===== config.mk =====
export PLATFORM = sky130hd
export DESIGN_NAME = ecg_peak_detector
export DESIGN_NICKNAME = d
export VERILOG_FILES = /design/src/rtl/ecg_pkg.sv /design/src/rtl/ecg_requant.sv /design/src/rtl/ecg_peak_detector.sv
export SDC_FILE = /design/constraint.sdc
export NUM_CORES = 1
export LEC_CHECK = 0
export CORE_ASPECT_RATIO = 0.9
export CORE_UTILIZATION = 55
export DETAILED_ROUTE_END_ITERATION = 7
export PLACE_DENSITY_LB_ADDON = 0.2
export SETUP_SLACK_MARGIN = 0.15
export SYNTH_ARGS = -nofsm -noshare
export SYNTH_HDL_FRONTEND = slang
export SYNTH_HIERARCHICAL = 1
export SYNTH_SLANG_ARGS = --single-unit
export TNS_END_PERCENT = 5

===== constraint.sdc =====
create_clock -name clk -period 2.95 [get_ports clk]
set_input_delay 0.59 -clock clk [delete_from_list [all_inputs] [get_ports clk]]
set_output_delay 0.59 -clock clk [all_outputs]
set_load 0.02 [all_outputs]

===== src/rtl/ecg_pkg.sv =====
// Shared widths, FSM encodings and saturation limits for the ECG R-peak detector.
package ecg_pkg;

  localparam int IN_W  = 40;
  localparam int OUT_W = 24;
  localparam int RR_W  = 16;

  typedef enum logic [1:0] {
    ST_IDLE    = 2'd0,
    ST_SEARCH  = 2'd1,
    ST_REFRACT = 2'd2
  } state_t;

  localparam logic signed [OUT_W-1:0] Q_MAX  = {1'b0, {(OUT_W-1){1'b1}}};
  localparam logic signed [OUT_W-1:0] Q_MIN  = {1'b1, {(OUT_W-1){1'b0}}};
  localparam logic        [RR_W-1:0]  RR_MAX = {RR_W{1'b1}};

  // Saturating increment for the R-R counter and reported interval.
  function automatic logic [RR_W-1:0] rr_sat_inc(input logic [RR_W-1:0] c);
    logic [RR_W-1:0] r;
    if (c == RR_MAX) begin
      r = RR_MAX;
    end else begin
      r = c + {{(RR_W-1){1'b0}}, 1'b1};
    end
    return r;
  endfunction

endpackage


===== src/rtl/ecg_requant.sv =====
// Combinational round-half-up, arithmetic shift and saturation of the filter
// output into the detector's narrower sample domain.
module ecg_requant
  import ecg_pkg::*;
#(
  parameter int SHIFT = 16
) (
  input  logic signed [IN_W-1:0]  in_sample,
  output logic signed [OUT_W-1:0] q_out
);

  // One extra bit of headroom so the rounding add can never wrap.
  localparam logic signed [IN_W:0] RND = {{(IN_W-SHIFT+1){1'b0}}, 1'b1, {(SHIFT-1){1'b0}}};
  localparam logic signed [IN_W:0] HI  = {{(IN_W-OUT_W+1){1'b0}}, Q_MAX};
  localparam logic signed [IN_W:0] LO  = {{(IN_W-OUT_W+1){1'b1}}, Q_MIN};

  logic signed [IN_W:0] sum_s;
  logic signed [IN_W:0] shr_s;

  assign sum_s = {in_sample[IN_W-1], in_sample} + RND;
  assign shr_s = sum_s >>> SHIFT;

  // Clamp the shifted value into the signed OUT_W range.
  always_comb begin
    q_out = shr_s[OUT_W-1:0];
    if (shr_s > HI) begin
      q_out = Q_MAX;
    end else if (shr_s < LO) begin
      q_out = Q_MIN;
    end else begin
      q_out = shr_s[OUT_W-1:0];
    end
  end

endmodule


===== src/rtl/ecg_peak_detector.sv =====
// R-peak detector: requantizes the filtered ECG stream and runs a
// threshold / search / refractory FSM reporting peak amplitude and R-R interval.
module ecg_peak_detector
  import ecg_pkg::*;
#(
  parameter int SHIFT      = 16,
  parameter int THRESH     = 1000,
  parameter int SEARCH_WIN = 36,
  parameter int REFRACT    = 72
) (
  input  logic                    clk,
  input  logic                    reset,
  input  logic                    clk_enable,
  input  logic                    in_valid,
  input  logic signed [IN_W-1:0]  In1,
  output logic signed [OUT_W-1:0] sample_out,
  output logic                    sample_valid,
  output logic                    peak_valid,
  output logic signed [OUT_W-1:0] peak_amp,
  output logic        [RR_W-1:0]  rr_interval
);

  localparam int WC_W = $clog2(SEARCH_WIN + 1);
  localparam int RC_W = (REFRACT > 0) ? $clog2(REFRACT + 1) : 1;
  localparam logic        [WC_W-1:0]  WIN_LIM  = WC_W'(SEARCH_WIN);
  localparam logic        [WC_W-1:0]  WC_ONE   = WC_W'(1);
  localparam logic        [RC_W-1:0]  REF_INIT = RC_W'(REFRACT);
  localparam logic        [RC_W-1:0]  RC_ONE   = RC_W'(1);
  localparam logic signed [OUT_W-1:0] THR      = OUT_W'(THRESH);

  logic signed [OUT_W-1:0] q_s;
  logic                    eval_s;

  logic signed [OUT_W-1:0] sample_out_r;
  logic                    sample_valid_r;
  logic                    pend_r;   // registered sample not yet seen by the FSM
  state_t                  state_r;
  logic signed [OUT_W-1:0] max_r;
  logic        [WC_W-1:0]  win_r;
  logic        [RC_W-1:0]  ref_r;
  logic        [RR_W-1:0]  rr_cnt_r;
  logic                    first_r;
  logic                    peak_valid_r;
  logic signed [OUT_W-1:0] peak_amp_r;
  logic        [RR_W-1:0]  rr_interval_r;

  state_t                  state_nxt_s;
  logic signed [OUT_W-1:0] max_nxt_s;
  logic signed [OUT_W-1:0] cand_s;
  logic        [WC_W-1:0]  win_nxt_s;
  logic        [RC_W-1:0]  ref_nxt_s;
  logic        [RR_W-1:0]  rr_cnt_nxt_s;
  logic                    first_nxt_s;
  logic                    emit_s;
  logic signed [OUT_W-1:0] emit_amp_s;
  logic        [RR_W-1:0]  rr_out_s;

  ecg_requant #(.SHIFT(SHIFT)) u_requant (
    .in_sample (In1),
    .q_out     (q_s)
  );

  // A pending sample survives a clk_enable=0 stall and is evaluated on resume.
  assign eval_s = clk_enable & pend_r;

  // Requantized sample register; strobe is cleared whenever the enable drops.
  always_ff @(posedge clk or negedge reset) begin
    if (!reset) begin
      sample_out_r   <= {OUT_W{1'b0}};
      sample_valid_r <= 1'b0;
      pend_r         <= 1'b0;
    end else if (clk_enable) begin
      sample_valid_r <= in_valid;
      pend_r         <= in_valid;
      if (in_valid) begin
        sample_out_r <= q_s;
      end
    end else begin
      sample_valid_r <= 1'b0;
    end
  end

  // Detector FSM next-state, running max, counters and emission decision.
  always_comb begin
    state_nxt_s  = state_r;
    max_nxt_s    = max_r;
    cand_s       = max_r;
    win_nxt_s    = win_r;
    ref_nxt_s    = ref_r;
    rr_cnt_nxt_s = rr_cnt_r;
    first_nxt_s  = first_r;
    emit_s       = 1'b0;
    emit_amp_s   = max_r;
    rr_out_s     = first_r ? {RR_W{1'b0}} : rr_sat_inc(rr_cnt_r);
    if (eval_s) begin
      case (state_r)
        ST_IDLE: begin
          if (sample_out_r > THR) begin
            state_nxt_s = ST_SEARCH;
            max_nxt_s   = sample_out_r;
            win_nxt_s   = WC_ONE;
          end else begin
            state_nxt_s = ST_IDLE;
          end
        end
        ST_SEARCH: begin
          if (sample_out_r <= THR) begin
            emit_s     = 1'b1;
            emit_amp_s = max_r;
          end else begin
            // Strict compare keeps the earliest of equal maxima.
            if (sample_out_r > max_r) begin
              cand_s = sample_out_r;
            end else begin
              cand_s = max_r;
            end
            max_nxt_s = cand_s;
            win_nxt_s = win_r + WC_ONE;
            if (win_nxt_s == WIN_LIM) begin
              emit_s     = 1'b1;
              emit_amp_s = cand_s;
            end else begin
              emit_s = 1'b0;
            end
          end
        end
        ST_REFRACT: begin
          ref_nxt_s = ref_r - RC_ONE;
          if (ref_r == RC_ONE) begin
            state_nxt_s = ST_IDLE;
          end else begin
            state_nxt_s = ST_REFRACT;
          end
        end
        default: begin
          state_nxt_s = ST_IDLE;
        end
      endcase
      if (emit_s) begin
        if (REFRACT == 0) begin
          state_nxt_s = ST_IDLE;
        end else begin
          state_nxt_s = ST_REFRACT;
        end
        ref_nxt_s    = REF_INIT;
        rr_cnt_nxt_s = {RR_W{1'b0}};
        first_nxt_s  = 1'b0;
      end else if (!first_r) begin
        rr_cnt_nxt_s = rr_sat_inc(rr_cnt_r);
      end else begin
        rr_cnt_nxt_s = rr_cnt_r;
      end
    end else begin
      state_nxt_s = state_r;
    end
  end

  // FSM state and counter registers; everything holds while clk_enable is low.
  always_ff @(posedge clk or negedge reset) begin
    if (!reset) begin
      state_r  <= ST_IDLE;
      max_r    <= {OUT_W{1'b0}};
      win_r    <= {WC_W{1'b0}};
      ref_r    <= {RC_W{1'b0}};
      rr_cnt_r <= {RR_W{1'b0}};
      first_r  <= 1'b1;
    end else if (clk_enable) begin
      state_r  <= state_nxt_s;
      max_r    <= max_nxt_s;
      win_r    <= win_nxt_s;
      ref_r    <= ref_nxt_s;
      rr_cnt_r <= rr_cnt_nxt_s;
      first_r  <= first_nxt_s;
    end
  end

  // Peak report registers; amplitude and interval hold between pulses.
  always_ff @(posedge clk or negedge reset) begin
    if (!reset) begin
      peak_valid_r  <= 1'b0;
      peak_amp_r    <= {OUT_W{1'b0}};
      rr_interval_r <= {RR_W{1'b0}};
    end else if (clk_enable) begin
      peak_valid_r <= emit_s;
      if (emit_s) begin
        peak_amp_r    <= emit_amp_s;
        rr_interval_r <= rr_out_s;
      end
    end else begin
      peak_valid_r <= 1'b0;
    end
  end

  assign sample_out   = sample_out_r;
  assign sample_valid = sample_valid_r;
  assign peak_valid   = peak_valid_r;
  assign peak_amp     = peak_amp_r;
  assign rr_interval  = rr_interval_r;

endmodule


Word-level counts from Yosys, hierarchy flattened

Index checks and enable logic that the tools add are counted.

Bits in registers: 123
Bits of input ports: 44
Output and inout port bits: 66
Word-level logic and storage cells: 71

$add $sub $neg: 4
Magnitude comparators: 5
Eq/ne operators: 9
Multiplexer cells: 30
Bitwise logic cells: 1
Reduce and logical (&&, ||, !) cells: 10

Operators with widths:

| kind                                                                               | count |
|---|---|
| 24-bit two-way mux                                                                 | 9 |
| 16-bit two-way mux                                                                 | 4 |
| 24-bit case mux with 2 select lines                                                | 1 |
| 40-bit by 17-bit adder with 41-bit output, second input constant                   | 1 |
| 25-bit by 24-bit greater-than comparator with 1-bit output, second input constant  | 1 |
| 25-bit by 24-bit less-than comparator with 1-bit output, second input constant     | 1 |
| 24-bit by 11-bit greater-than comparator with 1-bit output, second input constant  | 1 |
| 24-bit greater-than comparator                                                     | 1 |
| 24-bit by 11-bit less-or-equal comparator with 1-bit output, second input constant | 1 |
| 16-bit by 1-bit adder with 16-bit output, second input constant                    | 1 |
| 16-bit equality test, second input constant                                        | 1 |
| 7-bit two-way mux                                                                  | 2 |
| 6-bit two-way mux                                                                  | 2 |
| 6-bit case mux with 2 select lines                                                 | 1 |
| 3-bit AND reduction                                                                | 4 |
| 1-bit two-way mux                                                                  | 8 |
| 7-bit by 1-bit equality test with 1-bit output, second input constant              | 1 |
| 7-bit by 1-bit subtractor with 7-bit output, second input constant                 | 1 |
| 6-bit by 1-bit adder with 6-bit output, second input constant                      | 1 |
| 6-bit equality test, second input constant                                         | 1 |
| 2-bit != test, second input constant                                               | 3 |
| 2-bit case mux with 3 select lines                                                 | 1 |
| 5-bit AND reduction                                                                | 1 |
| 2-bit two-way mux                                                                  | 2 |
| other kinds (7)                                                                    | 9 |

Depth between registers and ports, before layout

Gate-level depths: netlist of the first run.

Depth after elaboration: 8
Depth in mapped cells: 11
Gate-level depth less buffers: 9

Cells and area by module

The synthesis of the first run kept the hierarchy.

Modules (own cells, without submodules):

| module            | instances | cells each | area each (um2) | seq. area each (um2) |
|---|---|---|---|---|
| ecg_peak_detector | 1         | 582        | 6,347.3         | 3,079.2 |
| ecg_requant       | 1         | 99         | 678.2           | 0.0 |

Worst setup path after synthesis of the first run

No wires, ideal clock.

Path type: flip-flop to flip-flop
From: register sample_out_r[19], in the netlist sample_out[19]
To: register max_r[0]
Library setup time: 0.125 ns
Arrival: 2.385 ns
Required time: 2.825 ns
Slack: 0.440 ns
Cell stages (with the launch flop): 11
Buffers on the path: 2
Period minus slack after synthesis: 2.510 ns
Path through: dfrtp_1 > ha_1 > nand4_1 > nor4_4 > nand2_1 > nand3_2 > o21bai_2 > o21ba_1 > buf_2 > buf_6 > mux2_4

Longest elaborated chain between the ends: 4
Elaborated cells between the ends (all ways): 9
Those cells by class: 3 x order compare; 2 x eq/ne; 3 x mux; 1 x reduce/logical

RTL lines:

| what                                | line                     | RTL |
|---|---|---|
| start, declared                     | ecg_peak_detector.sv:34  | `logic signed [OUT_W-1:0] sample_out_r;` |
| start signal, assigned              | ecg_peak_detector.sv:69  | `sample_out_r <= {OUT_W{1'b0}};` |
| start signal, assigned              | ecg_peak_detector.sv:76  | `sample_out_r <= q_s;` |
| 24-bit greater-than comparator      | ecg_peak_detector.sv:112 | `if (sample_out_r > max_r) begin` |
| 24-bit two-way mux                  | ecg_peak_detector.sv:112 |  |
| 24-bit two-way mux                  | ecg_peak_detector.sv:107 | `if (sample_out_r <= THR) begin` |
| 24-bit case mux with 2 select lines | ecg_peak_detector.sv:96  | `case (state_r)` |
| end signal, assigned                | ecg_peak_detector.sv:162 | `max_r <= {OUT_W{1'b0}};` |
| end signal, assigned                | ecg_peak_detector.sv:169 | `max_r <= max_nxt_s;` |
| end, declared                       | ecg_peak_detector.sv:38  | `logic signed [OUT_W-1:0] max_r;` |

Several ways; a longest one is shown, not always the timed one. The select of a mux whose other input is x is not followed.
A chain may end at the register's enable or synchronous reset.

Worst setup path in the final report of the first run

From: register max_r[23]
To: register peak_amp_r[7], in the netlist peak_amp[7]

Longest elaborated chain between the ends: 6

RTL lines:

| what                           | line                     | RTL |
|---|---|---|
| 24-bit greater-than comparator | ecg_peak_detector.sv:112 |  |
| 24-bit two-way mux             | ecg_peak_detector.sv:112 |  |
| 24-bit two-way mux             | ecg_peak_detector.sv:119 | `if (win_nxt_s == WIN_LIM) begin` |
| 24-bit two-way mux             | ecg_peak_detector.sv:107 |  |
| 24-bit two-way mux             | ecg_peak_detector.sv:96  |  |
| 24-bit two-way mux             | ecg_peak_detector.sv:95  | `if (eval_s) begin` |
| end signal, assigned           | ecg_peak_detector.sv:181 | `peak_amp_r <= {OUT_W{1'b0}};` |
| end signal, assigned           | ecg_peak_detector.sv:186 | `peak_amp_r <= emit_amp_s;` |
| end, declared                  | ecg_peak_detector.sv:44  | `logic signed [OUT_W-1:0] peak_amp_r;` |

No other way between the ends.

==> flow_metrics.py, run 1 <==
metrics = {
    "detailed_routing": {
        "drtAntennaViolNets": 0,
        "drt-initial-drc-count": 466,
        "routed_wl_um": 17600,
        "vias": 5779,
        "viasPerCell": 5.96,
        "routedWlPerCell_um": 18.1,
        "dr.pass1.iters": 5,
        "drc_errors": 0,
    },
    "grt": {
        "met2_usage_pct": 44.8,
        "grt_use_total_pct": 28.5,
        "grt_pass1_vias": 5619,
        "grt-ovfl-total": 0,
        "grt_max_degree": 49,
        "antenna_found_initial": 0,
        "use_met1_pct": 39.1,
        "grt_pass1_wl_um": 28600,
        "use_met3_pct": 6.07,
        "grt.busiest_layer": "met2",
    },
    "pwr": {
        "ir_drop_uv": 495,
        "power_leakage_uw": 0.00392,
        "p_per_area_nw_per_um2": 807,
    },
    "place": {
        "globalplace.congestion": 0.924,
        "port_buffers": 94,
        "dp.cells": 937,
        "dp_hpwl_um": 12200,
        "post-place-ws_ps": 108,
    },
    "logic_synthesis": {
        "synthCells": 681,
        "ys_ff_latch": 123,
        "async_flop_share_pct": 100,
        "syn-cell-area_um2": 7030,
        "syn-num-nets": 755,
        "synth_edf_count": 0,
        "seq_area_frac_synth_pct": 43.8,
        "yosysWarnings": 6,
        "syn_area_per_cell_um2": 10.3,
        "synth_cell_types": 73,
        "synth_ff_type": "dfrtp_1",
    },
    "critical_path": {
        "regToRegSetupSlack_ps": 200,
        "r2r_end": "peak_amp[7]",
        "rr_worst_depth": 8,
        "r2r_start": "max_r[23]",
        "worstPathMaxFanout": 24,
        "crit_type": "flop to flop",
        "cp.required_ps": 3260,
        "worstSetupEndpointType": "flop",
        "startpoint": "max_r[23]",
        "cp-start-kind": "flop",
        "arrival_ps": 3060,
    },
    "timing": {
        "rsz0062_at_grt": "true",
        "final.setup.tns_ps": 0,
        "final.min_clock_period_ps": 2750,
        "setup_viol": 0,
        "worstMarginPinSlew_ps": 605,
        "finalHoldViolations": 0,
        "setup_ws_ps": 199,
        "clock_skew_ps": 7.21,
        "final-max-slew-violation-count": 0,
        "period_share_pct": 93.3,
        "fmax_mhz": 363,
        "slew_headroom_pct": 59.2,
    },
    "cells_and_area": {
        "finalNetCount": 870,
        "mostFrequentLayoutCells": "121 x dfrtp_1, 93 x clkdlybuf4s50_1, 65 x nand2_1",
        "syn2layout_area_growth_pct": 25.6,
        "multi_input_comb_area_um2": 3640,
        "layout_commonest_cell": "dfrtp_1",
        "drive_above_1_share_pct": 16.1,
        "fillers": 906,
        "diodes": 0,
        "seqCellArea_um2": 3080,
        "utilization_pct": 72.0,
        "stdcell_count": 969,
    },
    "die": {
        "rows": 38,
        "fp.dieW_um": 121,
        "dieArea_um2": 13200,
        "initial_core_util_pct": 57.3,
        "die_h_um": 109,
        "io_pins": 110,
        "core_area_um2": 12300,
    },
    "clock_tree": {
        "clock-sinks": 123,
        "cts_buffers": 17,
        "clk_pin_slew_worst_paths_ps": 60,
        "h-tree-depth": 4,
        "clock_latency_ps": 430,
        "cts_root_buf": "clkbuf_16",
        "clockBufferDepth": 2,
        "holdBufCountCts": 0,
        "cts_tree": "yes",
    },
    "min_path": {
        "hold_class": "input port to async pin",
    },
    "run": {
        "maxCapViolations": 0,
    },
    "run_status": {
        "status": "finished, final reports clean",
    },
}
-- routing by layer --
metal / up-vias / routed length [um]
met3: 25 / 986
met1: 2862 / 7970
li1: 2704 / -
met2: 188 / 8340
met5: - / 0
met4: 0 / 258
-- synth_stat cells (11+ instances only) --
library cell,n,share of area [%]
nor2_1,32,1.7
a221o_1,23,3.3
a21oi_1,24,1.7
xnor2_1,13,1.6
mux2_4,11,2.4
dfrtp_1,122,43
nand3_1,27,1.9
xor2_1,16,2.0
inv_1,37,2.0
ha_1,30,5.3
nand4_1,12,1.1
o21ai_0,29,2.1
nand2_1,66,3.5
o31ai_1,16,1.7
mux2_2,27,4.3
and2_1,25,2.2
-- what timing repair did --
action | in CTS | in global routing
hold endpoints to repair | 0 | 0
endpoints found under the setup margin | 12 | 49
pin swaps | 1 | 3
resized for setup | 0 | 5
setup buffers | 0 | 0
-- power by group --
part | switching, uW | total (uW) | leakage (uW) | internal, uW
clock | 736 | 2000 | 0.000276 | 1260
combinational | 1220 | 2480 | 0.00209 | 1260
sequential | 471 | 2640 | 0.00155 | 2170
-- kinds of logic after synthesis --
kind of cell,Yosys count,share of synthesized area [%]
compound gates,156,16.1
xor+xnor,29,3.62
fa+ha+maj,30,5.34
buf+inv,67,4.56
flops,123,43.8
mux,51,8.71
simple gates,225,17.8
-- state kept, by name (all words and copies together) (netlist names) --
| register | count |
|---|---|
| sample_valid | 1 |
| max_r | 24 |
| ref_r | 7 |
| state_r | 2 |
| sample_out | 24 |
| pend_r | 1 |
| peak_valid | 1 |
| peak_amp | 24 |
| rr_cnt_r | 16 |
| rr_interval | 16 |
| first_r | 1 |
| win_r | 6 |
-- final cells by class --
cell class,count,area share (%)
timing repair buffer,125,13.6
sequential,123,34.9
inverter,38,1.62
tap,160,2.27
clock inverter,6,0.680
multi-input combinational,491,41.2
clock buffer,26,5.77
-- worst max path at each step --
stage,endpoint,slack (ps)
CTS,max_r[20],120
floorplan,max_r[0],440
finish,peak_amp[7],200
detailed placement,peak_amp[8],110
global route,peak_amp[1],130
global placement,peak_amp[8],200
-- through the flow --
step	power, uW	cell area [um2]	hold slack (ps)
global placement	4990	8240	459
finish	7120	8830	149
detailed placement	5100	8240	466
floorplan	4130	7030	294
CTS	7130	8810	174
global route	7520	8830	204
-- critical path, stage by stage, from the launching register on --
cell and delay, ps:
dfrtp_2 420, inv_1 70, ha_2 400, nand4_4 160, nor4_4 380, o31a_2 260, o21bai_2 100, o31a_4 440
a221o_1 400
Power figures use the tool's default switching activity.
==> run 2: changes to the inputs <==
- TNS_END_PERCENT: 5 -> 20
==> results of run 2 <==
No change in the layout: final DEF, timing and power equal those of run 1.
